`src/rtl/sd_pkg.sv`:
```
// SD CMD-line responder shared types and constants.
// R2 (136-bit) response support is enabled by SD_RESP_R2_EN.
package sd_pkg;

  localparam int CMD_LEN = 48;
  localparam int R2_LEN  = 136;
  localparam logic [6:0] CRC7_POLY = 7'h09;

  typedef enum logic [2:0] {
    S_IDLE,
    S_RX,
    S_CHECK,
    S_WAIT_RSP,
    S_NCR_GAP,
    S_TX
  } state_t;

  function automatic logic [6:0] crc7_step(
    input logic [6:0] c,
    input logic       d
  );
    logic fb;
    fb = c[6] ^ d;
    return {c[5:0], 1'b0} ^ (fb ? CRC7_POLY : 7'h00);
  endfunction

endpackage

```
`src/rtl/sd_crc7.sv`:
```
// Serial CRC7 (x^7+x^3+1); clear with en restarts from zero on din.
// Shared by command check and response generation.
module sd_crc7
  import sd_pkg::*;
(
  input  logic       clk,
  input  logic       rst_n,
  input  logic       clear,
  input  logic       en,
  input  logic       din,
  output logic [6:0] crc
);

  always_ff @(posedge clk or negedge rst_n) begin
    if (!rst_n) begin
      crc <= '0;
    end else if (en) begin
      crc <= crc7_step(clear ? 7'h00 : crc, din);
    end else if (clear) begin
      crc <= '0;
    end
  end

endmodule

```
`src/rtl/sd_card_cmd_responder.sv`:
```
// SD card CMD-line command receiver and response transmitter.
// Define SD_RESP_R2_EN to support 136-bit R2 responses.
module sd_card_cmd_responder
  import sd_pkg::*;
#(
  parameter int NCR         = 2,
  parameter int RSP_TIMEOUT = 64
) (
  input  logic         ex_clk,
  input  logic         ex_resetn,
  input  logic         bit_tick,
  input  logic         cmd_in,
  output logic         cmd_out,
  output logic         cmd_oe,
  output logic         cmd_valid,
  output logic [5:0]   cmd_index,
  output logic [31:0]  cmd_arg,
  output logic         cmd_crc_err,
  input  logic         rsp_valid,
  output logic         rsp_ready,
  input  logic         rsp_long,
  input  logic [127:0] rsp_data,
  output logic         busy
);

  localparam logic [15:0] NCR_LAST = 16'(NCR - 1);
  localparam logic [15:0] TO_LAST  = 16'(RSP_TIMEOUT - 1);
  localparam logic [15:0] RX_LAST  = 16'(CMD_LEN - 1);
  localparam logic [15:0] CRC_POS  = 16'(CMD_LEN - 8);

  state_t        state;
  logic [15:0]   cnt;
  logic [47:0]   rx_sr;
  logic [135:0]  tx_sr;
  logic [135:0]  tx_load;
  logic [15:0]   tx_len;
  logic          tx_long;
  logic [6:0]    crc;
  logic          crc_clear;
  logic          crc_en;
  logic          crc_din;
  logic          frame_ok;

`ifdef SD_RESP_R2_EN
  logic unused_rsp;
  assign unused_rsp = rsp_data[0];
  assign tx_load = rsp_long
    ? {2'b00, 6'h3f, rsp_data[127:1], 1'b1}
    : {2'b00, rsp_data[37:0], 96'b0};

  always_ff @(posedge ex_clk or negedge ex_resetn) begin
    if (!ex_resetn) begin
      tx_long <= 1'b0;
    end else if (state == S_WAIT_RSP && rsp_valid) begin
      tx_long <= rsp_long;
    end
  end
`else
  logic unused_rsp;
  assign unused_rsp = ^{rsp_long, rsp_data[127:38]};
  assign tx_load = {2'b00, rsp_data[37:0], 96'b0};
  assign tx_long = 1'b0;
`endif

  assign tx_len    = tx_long ? 16'(R2_LEN) : 16'(CMD_LEN);
  assign busy      = (state != S_IDLE);
  assign rsp_ready = (state == S_WAIT_RSP);
  assign frame_ok  = ~rx_sr[47] & rx_sr[46] & rx_sr[0]
                   & (crc == rx_sr[7:1]);

  // The start bit is folded in from IDLE so RX only feeds bits 46:8.
  assign crc_clear = state inside {S_IDLE, S_WAIT_RSP, S_NCR_GAP};
  assign crc_din   = (state == S_TX) ? tx_sr[135] : cmd_in;
  assign crc_en    = bit_tick &
    (((state == S_IDLE) & ~cmd_in & ~cmd_oe) |
     (((state == S_RX) | (state == S_TX)) & (cnt < CRC_POS)));

  sd_crc7 u_crc7 (
    .clk   (ex_clk),
    .rst_n (ex_resetn),
    .clear (crc_clear),
    .en    (crc_en),
    .din   (crc_din),
    .crc   (crc)
  );

  always_ff @(posedge ex_clk or negedge ex_resetn) begin
    if (!ex_resetn) begin
      state       <= S_IDLE;
      cnt         <= '0;
      rx_sr       <= '0;
      tx_sr       <= '0;
      cmd_out     <= 1'b1;
      cmd_oe      <= 1'b0;
      cmd_valid   <= 1'b0;
      cmd_crc_err <= 1'b0;
      cmd_index   <= '0;
      cmd_arg     <= '0;
    end else begin
      cmd_valid   <= 1'b0;
      cmd_crc_err <= 1'b0;
      unique case (state)
        S_IDLE: begin
          if (bit_tick && !cmd_in && !cmd_oe) begin
            state <= S_RX;
            cnt   <= 16'd1;
            rx_sr <= '0;
          end
        end
        S_RX: begin
          if (bit_tick) begin
            rx_sr <= {rx_sr[46:0], cmd_in};
            cnt   <= cnt + 16'd1;
            if (cnt == RX_LAST) state <= S_CHECK;
          end
        end
        S_CHECK: begin
          if (frame_ok) begin
            cmd_index <= rx_sr[45:40];
            cmd_arg   <= rx_sr[39:8];
            cmd_valid <= 1'b1;
            cnt       <= '0;
            state     <= S_WAIT_RSP;
          end else begin
            cmd_crc_err <= 1'b1;
            state       <= S_IDLE;
          end
        end
        S_WAIT_RSP: begin
          if (rsp_valid) begin
            tx_sr   <= tx_load;
            cnt     <= '0;
            cmd_oe  <= 1'b1;
            cmd_out <= 1'b1;
            state   <= S_NCR_GAP;
          end else if (bit_tick) begin
            cnt <= cnt + 16'd1;
            if (cnt == TO_LAST) state <= S_IDLE;
          end
        end
        S_NCR_GAP: begin
          if (bit_tick) begin
            if (cnt == NCR_LAST) begin
              cnt   <= '0;
              state <= S_TX;
            end else begin
              cnt <= cnt + 16'd1;
            end
          end
        end
        S_TX: begin
          if (bit_tick) begin
            cnt <= cnt + 16'd1;
            if (cnt == tx_len) begin
              cmd_oe  <= 1'b0;
              cmd_out <= 1'b1;
              state   <= S_IDLE;
            end else if (!tx_long && cnt == CRC_POS) begin
              // Splice the finished CRC and end bit into the shifter.
              cmd_out <= crc[6];
              tx_sr   <= {crc[5:0], 1'b1, 129'b0};
            end else begin
              cmd_out <= tx_sr[135];
              tx_sr   <= {tx_sr[134:0], 1'b0};
            end
          end
        end
        default: state <= S_IDLE;
      endcase
    end
  end

endmodule

```
`config.mk`:
```
export PLATFORM = sky130hd
export DESIGN_NAME = sd_card_cmd_responder
export DESIGN_NICKNAME = d
export VERILOG_FILES = /design/src/rtl/sd_pkg.sv /design/src/rtl/sd_crc7.sv /design/src/rtl/sd_card_cmd_responder.sv
export SDC_FILE = /design/constraint.sdc
export NUM_CORES = 1
export LEC_CHECK = 0
export CAP_MARGIN = 20
export CORE_MARGIN = 5
export CORE_UTILIZATION = 55
export DETAILED_ROUTE_END_ITERATION = 10
export DONT_BUFFER_PORTS = 1
export PLACE_DENSITY = 0.68
export SYNTH_ARGS = -nofsm -noshare
export SYNTH_HDL_FRONTEND = slang
export SYNTH_HIERARCHICAL = 1
export SYNTH_SLANG_ARGS = --single-unit
```
`constraint.sdc`:
```
create_clock -name ex_clk -period 2.52 [get_ports ex_clk]
set_input_delay 0.504 -clock ex_clk [delete_from_list [all_inputs] [get_ports ex_clk]]
set_output_delay 0.504 -clock ex_clk [all_outputs]
set_load 0.02 [all_outputs]
```
Word-level counts from Yosys, hierarchy flattened
Cells that the tools add are included.
Cells by class
  $add $sub $neg: 1
  multiply operators: 0
  divide/modulo/power cells: 0
  magnitude comparators: 1
  equality and inequality tests: 23
  shift operators: 0
  multiplexer cells: 43
  bitwise logic cells: 14
  reduce and logical (&&, ||, !) cells: 18
Operators with widths (number)
  136-bit two-way mux: 4
  136-bit case mux with 2 select lines: 1
  16-bit two-way mux: 6
  48-bit two-way mux: 2
  48-bit case mux with 2 select lines: 1
  16-bit case mux with 5 select lines: 1
  16-bit by 6-bit == test with 1-bit output, second input constant: 4
  3-bit two-way mux: 10
  3-bit case mux with 6 select lines: 1
  16-bit by 1-bit adder with 16-bit output, second input constant: 1
  16-bit by 1-bit == test with 1-bit output, second input constant: 1
  16-bit by 6-bit < comparator with 1-bit output, second input constant: 1
  7-bit two-way mux: 2
  2-bit inequality test, second input constant: 6
  4-bit AND reduction: 3
  1-bit two-way mux: 11
  9-bit AND reduction: 1
  2-bit by 1-bit inequality test with 1-bit output, second input constant: 4
  1-bit AND: 7
  7-bit == test: 1
  7-bit bitwise XOR: 1
  3-bit by 2-bit == test with 1-bit output, second input constant: 2
  3-bit == test, second input constant: 2
  3-bit AND reduction: 2
  other kinds (17): 25
Word-level totals
  bits in registers: 252
  bits in latches: 0
  bits in writable memories: 0
  memory bits (read-only): 0
  input bits: 134
  output and inout port bits: 44
  logic and storage cells: 111
  memories kept: 0

Logic depth before layout (Yosys ltp)
Gate-level depths: netlist of the first run.
  depth in word-level cells: 7
  gate-level depth with buffers: 9
  mapped depth without buffers: 7

Cells and area by module
The synthesis of the first run kept the hierarchy.
Modules (own cells, without submodules)
  sd_card_cmd_responder: times used 1, cells an instance 691, area each 6988.0 µm², seq. area each 3729.8 µm²
  sd_crc7: times used 1, cells an instance 31, area each 331.6 µm², seq. area each 175.2 µm²

Least setup slack after synthesis of the first run
No wires, ideal clock.
  kind: register to register
  start: register cnt[13]
  end: register cnt[4]
  setup time: 0.126 ns
  data arrival time: 1.830 ns
  data required time: 2.394 ns
  path slack: 0.564 ns
  stages on the path, launching flop included: 6
  buffers on the path: 0
  clock period less this slack: 1.956 ns
  cells stage by stage: dfrtp_1 > nor4_4 > nand4_2 > a32o_2 > a21o_1 > a221o_1
On the way
  longest elaborated chain between the ends: 4
Ends and longest elaborated chain
  start, declared: RTL line sd_card_cmd_responder.sv:32  | logic [15:0] cnt;
  start signal, assigned: RTL line sd_card_cmd_responder.sv:113  | cnt <= cnt + 16'd1;
  start signal, assigned: RTL line sd_card_cmd_responder.sv:137  | cnt <= cnt + 16'd1;
  start signal, assigned: RTL line sd_card_cmd_responder.sv:147  | cnt <= cnt + 16'd1;
  16-bit by 1-bit == test with 1-bit output: RTL line sd_card_cmd_responder.sv:143  | if (cnt == NCR_LAST) begin
  16-bit two-way mux: RTL line sd_card_cmd_responder.sv:143
  16-bit two-way mux: RTL line sd_card_cmd_responder.sv:142  | if (bit_tick) begin
  16-bit case mux with 5 select lines: RTL line sd_card_cmd_responder.sv:102  | unique case (state)
No other way between the ends. The select of a mux whose other input is x is not followed.
A chain may end at the register's enable or synchronous reset.

Worst setup path after layout of the first run
  start: register cnt[7]
  end: register cnt[13]
On the way
  longest elaborated chain between the ends: 4
  elaborated cells between the ends (all ways): 7
  classes of those cells: add/sub (1); eq/ne (1); mux (5)
Ends and longest elaborated chain (RTL line)
  16-bit by 1-bit adder with 16-bit output or 16-bit by 1-bit == test with 1-bit output (tied branches)
  16-bit two-way mux (on tied branches)
  16-bit two-way mux (on tied branches): sd_card_cmd_responder.sv:142, sd_card_cmd_responder.sv:130
  16-bit case mux with 5 select lines (*): sd_card_cmd_responder.sv:102
Mark *: on every way between the ends. The rest lies on a longest branch, timed or not. The select of a mux whose other input is x is not followed.

==> results.yml, run 1 <==
power_and_ir_drop:
  power.density_mw_per_mm2: 994
  p_comb_share_pct: 28.3
  internal-power_uw: 5110
  p_sw_uw: 2870
  ir_drop_uv: 473
  power_uw: 7980
  switching_share_pct: 36.0
  power_frac_seq_pct: 41.1
  power.share.clock_pct: 30.6
  leakage_uw: 0.00373
clocking:
  htree_num_levels: 4
  postCtsSetupBuffers: 0
  clk_pin_slew_ns: 0.07
  clock_latency_ns: 0.42
  cts_inserted_buffers: 17
  cts.path.max_buffers: 2
  cts-resized-gates: 0
  root_buffer: "clkbuf_16"
  cts.sinks: 156
  cts_tree: "yes"
run:
  max_cap_viol_count: 0
detailed_routing:
  drc_errors: 0
  drt_iter0_markers: 450
  viasPerCell: 5.88
  wire_per_inst_um: 16.8
  ant_nets: 0
  vias: 5260
  drt-total-wl_um: 15100
  drtPass1Iterations: 5
sta:
  max_freq_mhz: 449
  worst_slack_ns: 0.295
  tightest_slew_ns: 0.908
  hold_viol_final: 155
  slew-limit-headroom_pct: 38.8
  period_minus_slack_ns: 2.22
  skew_ns: 0.00897
  drv_slew: 0
  rsz0062_at_grt: "no"
  setup_viol: 0
  tns_ns: 0
  fin_crit_sh_pct: 88.3
  holdWs_ns: -0.220
cells_and_area:
  final_util_pct: 61.1
  final_nets: 843
  fillers: 1115
  diodes: 0
  drive_gt1_share_pct: 15.0
  syn_to_final_growth_pct: 9.68
setup_path:
  crit_type: "reg -> reg"
  cp_slowest_stage_delay_ns: 0.51
  crit_arrival_ns: 2.53
  slowest_stage: "dfrtp_1"
  path_cells: "nor4_1 -> nand4_2 -> a32oi_2 -> buf_4 -> o211ai_1 -> a22o_2"
  cp-end-kind: "flop"
  rr_worst_depth: 6
  critPathLaunchType: "flop"
  required_ns: 2.82
  critPathMaxFanout: 10
floorplan:
  die_y_um: 125
  ios: 178
  row_count: 42
  initial_core_util_pct: 55.7
  die_w_um: 125
  fp.coreArea_mm2: 0.0131
  die_area_mm2: 0.0157
synthesis:
  synth_edf_count: 0
  yosysSeqAreaShare_pct: 53.4
  synth_ff_type: "dfrtp_1"
  syn-num-nets: 859
  yosysUniqueCellTypes: 68
  synthesis.instances: 722
  async_reset_ff_share_pct: 100
  yosysWarnings: 6
  syn_avg_cell_area_um2: 10.1
  synth_area_mm2: 0.00732
  synth-seq-cells: 156
min_path:
  worstHoldPathType: "in -> async"
placed_design:
  port_buffers: 0
  place_ws_ns: 0.327
  gp_congestion: 0.857
  place_hpwl_um: 10100
status:
  violations: "negative hold slack"
  status: "finished with violations"
global_routing:
  antenna_found_initial: 0
  first_global_vias: 5163
  grt-ovfl-total: 0
  grtUsageTotal_pct: 19.9
  grt_max_degree: 157
  grt_pass1_wl_um: 25700
kinds of logic after synthesis:
logic type,share of synthesized area (%)
muxes,7.50
and+or+nand+nor,16.9
xor gates and xnor gates,0.957
AOI/OAI and AO/OA,16.6
adders and majority gates,0.513
DFF,53.4
buffers and inverters,4.12
flip-flops by register name (all words and copies together) (netlist names), 3 cells and up:
name,flops
state,3
cmd_index,6
u_crc7/crc,7
cnt,16
tx_sr,40
cmd_arg,32
rx_sr,48
path summary, 6_finish.rpt:
kind	start	end	slack (ns)
worst min-delay path	ex_resetn	cnt[13]	-0.22
worst min register to register	tx_sr[132]	tx_sr[132]	0.48
worst max register to register	cnt[7]	cnt[13]	0.30
worst max-delay path	cnt[7]	cnt[13]	0.30
min in group ex_clk	cmd_in	rx_sr[0]	0.21
max in group asynchronous	ex_resetn	cmd_out	2.37
power groups by stage:
stage	clock, uW	combinational (uW)	sequential (uW)
floorplan	0	1870	3170
global placement	0	2170	3300
finish	2440	2250	3280
CTS	2510	2260	3280
global route	2620	2520	3340
detailed placement	0	2250	3320
critical path, delay by kind of cell, from the launching register on:
family          cells  cell delay [ns]
compound gates      3             0.80
buf+inv             1             0.20
flops               1             0.51
simple gates        2             0.59
routing by layer:
layer,GRT usage [%],vias up,share of wire (%)
met2,30.0,151,46
met1,26.3,2541,44
met5,0,-,0
li1,-,2534,-
met3,6.82,34,7.2
met4,8.67,0,2.4
metrics by stage:
step                hold WS (ns)  instances  instance area [um^2]
global route              -0.246        895                  8030
floorplan                  0.208        722                  7320
global placement           0.216        863                  7460
finish                    -0.220        895                  8030
CTS                       -0.242        895                  8030
detailed placement         0.216        863                  7460
layout make-up:
type                            count  area [um^2]  area share (%)
Clock buffer                       18          429            5.35
Timing Repair Buffer               15          150            1.87
Clock inverter                     14          135            1.68
Inverter                           12         45.0           0.561
Multi-Input combinational cell    504         3140            39.2
Tap cell                          176          220            2.74
Sequential cell                   156         3910            48.6
layout by cell type, fill, tap and decap left out, types with 5 or more instances in the layout:
cell       Yosys  final
and2_1         7      7
o211ai_1       5      5
buf_4          5     12
nor4_1         8      8
a31oi_1        7      7
mux2i_1       11     11
nor2_1        24     24
xor2_1         8      8
mux2_2        39     39
inv_6          0      5
a21o_1         9      9
a22oi_1       33     33
dfrtp_1      155    155
inv_1         12     12
a211oi_1       6      6
o21ai_0       83     83
nand2_1      148    148
nand3_1       19     19
o21ai_1       13     11
nand4_1        7      7
nor3_1         5      5
clkbuf_16      0     17
synthesized netlist by cell type, types with 3 or more instances:
cell | number | area [um^2]
ha_1 | 3 | 37.5
nor2_1 | 24 | 90.1
a21o_1 | 9 | 67.6
a31oi_1 | 7 | 43.8
a22oi_1 | 33 | 248
o211ai_1 | 5 | 37.5
and3_1 | 4 | 25.0
mux2i_1 | 11 | 110
buf_6 | 4 | 45.0
a21oi_1 | 4 | 20.0
xor2_1 | 8 | 70.1
clkbuf_1 | 23 | 86.3
nor4_1 | 8 | 50.1
inv_1 | 12 | 45.0
o21ai_0 | 83 | 415
mux2_2 | 39 | 439
buf_2 | 15 | 75.1
a211oi_1 | 6 | 45.0
nand4_1 | 7 | 43.8
nand3_1 | 19 | 95.1
nand2_1 | 148 | 556
or3_1 | 3 | 18.8
nor2b_1 | 4 | 25.0
nor4_4 | 4 | 85.1
and2_1 | 7 | 43.8
buf_4 | 5 | 37.5
dfrtp_1 | 155 | 3880
o31ai_1 | 3 | 22.5
a2bb2oi_1 | 3 | 26.3
o21ai_1 | 13 | 65.1
nor3_1 | 5 | 25.0
Power figures use the tool's default switching activity.
==> run 2, diff against run 1 <==
--- a/config.mk
+++ b/config.mk
@@ -6,11 +6,13 @@
 export NUM_CORES = 1
 export LEC_CHECK = 0
 export CAP_MARGIN = 20
+export CELL_PAD_IN_SITES_DETAIL_PLACEMENT = 1
+export CELL_PAD_IN_SITES_GLOBAL_PLACEMENT = 2
 export CORE_MARGIN = 5
-export CORE_UTILIZATION = 55
+export CORE_UTILIZATION = 39
 export DETAILED_ROUTE_END_ITERATION = 10
 export DONT_BUFFER_PORTS = 1
-export PLACE_DENSITY = 0.68
+export PLACE_DENSITY = 0.77
 export SYNTH_ARGS = -nofsm -noshare
 export SYNTH_HDL_FRONTEND = slang
 export SYNTH_HIERARCHICAL = 1
==> run 2 against run 1 <==
Against the previous run: the flow still finishes with violations (negative hold slack); first-iteration DRC count down 10%; flip-flop and latch count is the same; fmax is 4.4% lower; via count rose by 2.1%; die area is 37% higher; non-clock buffer count up 3; sequential power about the same; wire length rose by 20%; combinational power is 9.3% higher; setup slack got worse by 0.10 ns; largest cell class unchanged.
==> results.yml, run 2 (synthesized netlist as in run 1, its figures left out) <==
setup_path:
  critPathMaxFanout: 77
  crit_arrival_ns: 2.64
  regToRegStartpoint: "cnt[5]"
  cp_slowest_stage_delay_ns: 0.54
  required_ns: 2.83
  crit_type: "reg -> reg"
  cp-end-kind: "flop"
  slowest_stage: "dfrtp_1"
  critPathLaunch: "cnt[5]"
  path_cells: "nor4bb_1 -> nand4_1 -> o21ai_4 -> buf_12 -> a211oi_1 -> a21o_1"
  critPathLaunchType: "flop"
cells_and_area:
  registers.top_by_ff_count: "rx_sr"
  final_nets: 846
  diodes: 0
  mostFrequentLayoutCell: "dfrtp_1"
  largest_register_ffs: 48
  drive_gt1_share_pct: 15.4
  top_regs: "rx_sr x48, tx_sr x40, cmd_arg x32"
  syn_to_final_growth_pct: 12.1
  layout_common_cells: "dfrtp_1, nand2_1, o21ai_0, mux2_2, a22oi_1"
detailed_routing:
  drt_iter0_markers: 405
  drc_errors: 0
  ant_nets: 0
  wire_per_inst_um: 18.9
  viasPerCell: 5.62
  vias: 5369
  drt-total-wl_um: 18100
  drtPass1Iterations: 4
global_routing:
  grt_pass1_wl_um: 30500
  grt_max_degree: 157
  grt-ovfl-total: 0
  first_global_vias: 5777
  grtUsageTotal_pct: 17.3
  antenna_found_initial: 0
sta:
  skew_ns: 0.00765
  rsz0062_at_grt: "no"
  max_freq_mhz: 430
  setup_viol: 0
  period_minus_slack_ns: 2.33
  hold_viol_final: 155
  slew-limit-headroom_pct: 30.1
  tns_ns: 0
  tightest_slew_ns: 1.04
  holdWs_ns: -0.221
  drv_slew: 0
  fin_crit_sh_pct: 92.3
power_and_ir_drop:
  power.density_mw_per_mm2: 1030
  leakage_uw: 0.00378
  power.share.clock_pct: 32.6
  switching_share_pct: 35.5
  p_sw_uw: 3010
  ir_drop_uv: 514
  p_comb_share_pct: 29.0
  internal-power_uw: 5470
  power_frac_seq_pct: 38.4
floorplan:
  initial_core_util_pct: 39.4
  die_w_um: 147
  die_y_um: 147
  row_count: 50
  die_area_mm2: 0.0216
  ios: 178
  fp.coreArea_mm2: 0.0186
clocking:
  postCtsSetupBuffers: 0
  cts_inserted_buffers: 17
  cts.sinks: 156
  root_buffer: "clkbuf_16"
  cts_tree: "yes"
  clock_latency_ns: 0.42
  htree_num_levels: 4
  cts.path.max_buffers: 2
  clk_pin_slew_ns: 0.06
placed_design:
  place_hpwl_um: 11900
  gp_congestion: 0.875
  port_buffers: 0
status:
  violations: "negative hold slack"
  status: "finished with violations"
min_path:
  worstHoldPathType: "in -> async"
run:
  max_cap_viol_count: 0
[run 2: area by class of cell]
type	instances	area, um^2
Clock buffer	19	443
Timing Repair Buffer	18	185
Sequential cell	156	3910
Inverter	12	45.0
Tap cell	234	293
Clock inverter	12	186
Fill cell	2007	10400
Multi-Input combinational cell	504	3150
[run 2: critical path: cells and delay by family (launching register included)]
family                 cells  cell delay [ns]
flip-flops                 1             0.54
buffers and inverters      1             0.27
AO/OA/AOI/OAI              3             0.51
AND/OR/NAND/NOR            2             0.85
[run 2: power groups by stage]
stage                     clock [uW]  sequential, uW  combinational [uW]
final                           2770            3260                2460
after global routing            2960            3320                2730
after CTS                       2840            3260                2480
after detailed placement           0            3300                2460
after global placement             0            3280                2340
after floorplan                    0            3170                1870
[run 2: routing by layer]
metal / vias up / GRT usage (%) / share of wire [%]
li1: 2533 / - / -
met1: 2706 / 22.5 / 45
met2: 102 / 28.0 / 48
met3: 28 / 4.90 / 5.0
met4: 0 / 5.55 / 1.6
met5: - / 0 / 0
[run 2: worst paths after layout]
| kind | end | depth (start not counted) | slack, ns |
|---|---|---|---|
| worst min-delay path | cnt[9] | 0 | -0.22 |
| worst max register to register | tx_sr[130] | 6 | 0.19 |
| max in group asynchronous | rx_sr[47] | 0 | 2.29 |
| min in group ex_clk | rx_sr[0] | 2 | 0.23 |
| worst min register to register | tx_sr[98] | 2 | 0.48 |
| worst max-delay path | tx_sr[130] | 6 | 0.19 |
[run 2: what timing repair did]
action,CTS,global route
resized for setup,0,1
setup endpoints to repair,0,3
endpoints found under the hold margin,156,156
[run 2: stage by stage]
stage | utilization [%] | power (uW) | std cells | worst slack [ns] | area (um^2)
after floorplan | - | 5040 | 722 | 0.564 | 7320
after global placement | 40.7 | 5610 | 924 | 0.0807 | 7570
after detailed placement | 40.7 | 5760 | 924 | 0.0355 | 7570
after CTS | 44.1 | 8580 | 955 | 0.0320 | 8200
after global routing | 44.2 | 9010 | 955 | 0.0887 | 8210
final | 44.2 | 8480 | 955 | 0.193 | 8210
==> run 3, diff against run 2 <==
--- a/config.mk
+++ b/config.mk
@@ -5,11 +5,12 @@
 export SDC_FILE = /design/constraint.sdc
 export NUM_CORES = 1
 export LEC_CHECK = 0
+export ABC_AREA = 1
 export CAP_MARGIN = 20
 export CELL_PAD_IN_SITES_DETAIL_PLACEMENT = 1
 export CELL_PAD_IN_SITES_GLOBAL_PLACEMENT = 2
 export CORE_MARGIN = 5
-export CORE_UTILIZATION = 39
+export CORE_UTILIZATION = 36
 export DETAILED_ROUTE_END_ITERATION = 10
 export DONT_BUFFER_PORTS = 1
 export PLACE_DENSITY = 0.77
==> run 3 against run 2 <==
Against the previous run: the run still ends with negative hold slack left; hold slack got worse by 0.012 ns; utilization fell by 4.2 points; fmax rose by 8.0%; die area rose by 15%; final cell count rose by 33%; critical path type unchanged; largest cell class unchanged.
==> results.yml, run 3 <==
floorplan:
  fp.coreArea_mm2: 0.0216
  row_count: 54
  initial_core_util_pct: 36.2
  die_w_um: 157
  die_area_mm2: 0.0248
  die_y_um: 157
  ios: 178
setup_path:
  required_ns: 2.81
  crit_arrival_ns: 2.45
  critPathLaunchType: "flop"
  critPathMaxFanout: 15
  cp-endpoint: "tx_sr[111]"
  cp_slowest_stage_delay_ns: 0.47
  slowest_stage: "dfrtp_1"
  crit_buf_inv: 1
  r2r_end: "tx_sr[111]"
  regToRegStartpoint: "cnt[7]"
  path_cells: "nor2_2 -> nand3_1 -> nor2_2 -> nand2_1 -> buf_4 -> nand3_1 -> a21oi_1"
  crit_type: "reg -> reg"
  cp-end-kind: "flop"
  crit_family: "simple AND/OR/NAND/NOR gates"
  rr_worst_depth: 7
  rrSetupSlack_ns: 0.36
  critPathLaunch: "cnt[7]"
  worst-path-stages: 7
status:
  status: "finished with violations"
  violations: "negative hold slack"
synthesis:
  async_reset_ff_share_pct: 100
  synth_compound_area_share_pct: 13.0
  yosysWarnings: 6
  synthesis.instances: 994
  yosysUniqueCellTypes: 33
  yosys.area_share.simple_pct: 26.7
  yosysTopAreaCell: "dfrtp_1"
  yosys-mux-area-fraction_pct: 0
  synth_ff_type: "dfrtp_1"
  synth_area_mm2: 0.00783
  synth_fa_ha_area_share_pct: 0.480
  synth_common_cells: "nand2_1, dfrtp_1, nand3_1"
  syn-num-nets: 1131
  syn_avg_cell_area_um2: 7.87
  synth_edf_count: 0
  synth-seq-cells: 156
  yosysMostFrequentCell: "nand2_1"
  synth_top_area_share_pct: 49.6
  synth_top_family_by_area: "simple AND/OR/NAND/NOR gates"
  yosysSeqAreaShare_pct: 49.9
  synth-xor-area-share_pct: 0.895
  ys_top_cells_by_area: "dfrtp_1, nand2_1, nand3_1"
detailed_routing:
  vias: 6312
  viasPerCell: 4.97
  drc_errors: 0
  wire_per_inst_um: 15.6
  drt-total-wl_um: 19800
  drtPass1Iterations: 4
  drt_iter0_markers: 327
  ant_nets: 0
sta:
  hold_viol_final: 155
  tns_ns: 0
  tightest_slew_ns: 0.522
  drv_slew: 0
  worst_slack_ns: 0.365
  fin_crit_sh_pct: 85.5
  slew-limit-headroom_pct: 65.2
  holdWs_ns: -0.233
  max_freq_mhz: 464
  skew_ns: 0.0133
  rsz0062_at_grt: "no"
  setup_viol: 0
  period_minus_slack_ns: 2.16
placed_design:
  place_hpwl_um: 13200
  gp_congestion: 0.766
  place_ws_ns: 0.374
  dp_cells: 1237
  port_buffers: 0
global_routing:
  first_global_vias: 6594
  grt_pass1_wl_um: 33600
  grtUsageTotal_pct: 16.6
  antenna_found_initial: 0
  grt-ovfl-total: 0
  grt_max_degree: 157
clocking:
  postCtsSetupBuffers: 0
  clock_latency_ns: 0.43
  cts_inserted_buffers: 17
  root_buffer: "clkbuf_16"
  cts-resized-gates: 0
  cts.sinks: 156
  cts_tree: "yes"
  clk_pin_slew_ns: 0.07
  cts.path.max_buffers: 2
  htree_num_levels: 4
cells_and_area:
  registers.top_by_ff_count: "rx_sr"
  mostFrequentLayoutCell: "nand2_1"
  diodes: 0
  largest_register_ffs: 48
  layout_common_cells: "nand2_1, dfrtp_1, nand3_1, inv_1, nor2_1"
  layoutNonFillerInstCount: 1269
  final_nets: 1113
  top_regs: "rx_sr x48, tx_sr x40, cmd_arg x32"
  drive_gt1_share_pct: 9.61
  syn_to_final_growth_pct: 10.4
min_path:
  worstHoldPathType: "in -> async"
power_and_ir_drop:
  ir_drop_uv: 796
  power.density_mw_per_mm2: 1000
  leakage_uw: 0.00386
run:
  max_cap_viol_count: 0
run 3: cell count changes after synthesis, moves of 13 or more:
cell / previous run / this run
nand3_1: 19 / 133
nand2_1: 148 / 238
inv_1: 12 / 92
a21oi_1: 4 / 66
nor2_1: 24 / 72
mux2_2: 39 / 0
a22oi_1: 33 / 0
o21ai_1: 13 / 46
o21ai_0: 83 / 67
nor2_2: 0 / 13
run 3: where the power goes:
group | internal (uW) | switching (uW) | total (uW)
clock | 1440 | 1240 | 2680
sequential | 2930 | 344 | 3280
combinational | 798 | 1890 | 2680
run 3: layer usage:
metal	vias to the layer above	GRT usage, %	part of all wire (%)	wire length (um)
met5	-	0	0	0
li1	3174	-	-	-
met3	15	3.93	4.2	828
met1	3054	23.5	49	9650
met2	69	26.1	46	9180
met4	0	3.89	0.93	184
run 3: stage by stage:
stage	cell area [um^2]	total power [uW]	utilization, %
floorplan	7830	5470	-
global placement	8020	5990	37.1
global route	8640	9300	40.0
CTS	8640	8790	40.0
detailed placement	8020	6060	37.1
finish	8640	8640	40.0
run 3: cells by family (layout without fill, tap and decap cells):
| kind of cell | after synthesis | in the layout |
|---|---|---|
| flops | 156 | 156 |
| fa+ha+maj | 3 | 3 |
| simple gates | 480 | 480 |
| xor+xnor | 8 | 8 |
| buf+inv | 154 | 149 |
| compound gates | 193 | 193 |
run 3: worst register-to-register path: cells and delay by family, from the launching register on:
| family | cells | cell delay [ns] |
|---|---|---|
| and+or+nand+nor | 5 | 1.14 |
| DFF | 1 | 0.47 |
| buffers and inverters | 1 | 0.33 |
| AOI/OAI and AO/OA | 1 | 0.09 |
run 3: layout make-up:
class                   count  area [um^2]
fillers                  2615        13000
flip-flops and latches    156         3910
multi-input cells         684         3240
clock buffers              17          425
inverters                  99          379
well taps                 280          350
clock inverters            15          198
repair buffers             18          148
run 3: how the worst min path moves through the flow:
stage,slack [ns],end,start
4_1_cts,-0.25,cnt[9],ex_resetn
3_3_place_gp,0.21,cnt[9],ex_resetn
3_5_place_dp,0.22,cnt[9],ex_resetn
5_1_grt,-0.26,cnt[9],ex_resetn
6_report,-0.23,cnt[9],ex_resetn
2_1_floorplan,0.21,cmd_arg[0],ex_resetn
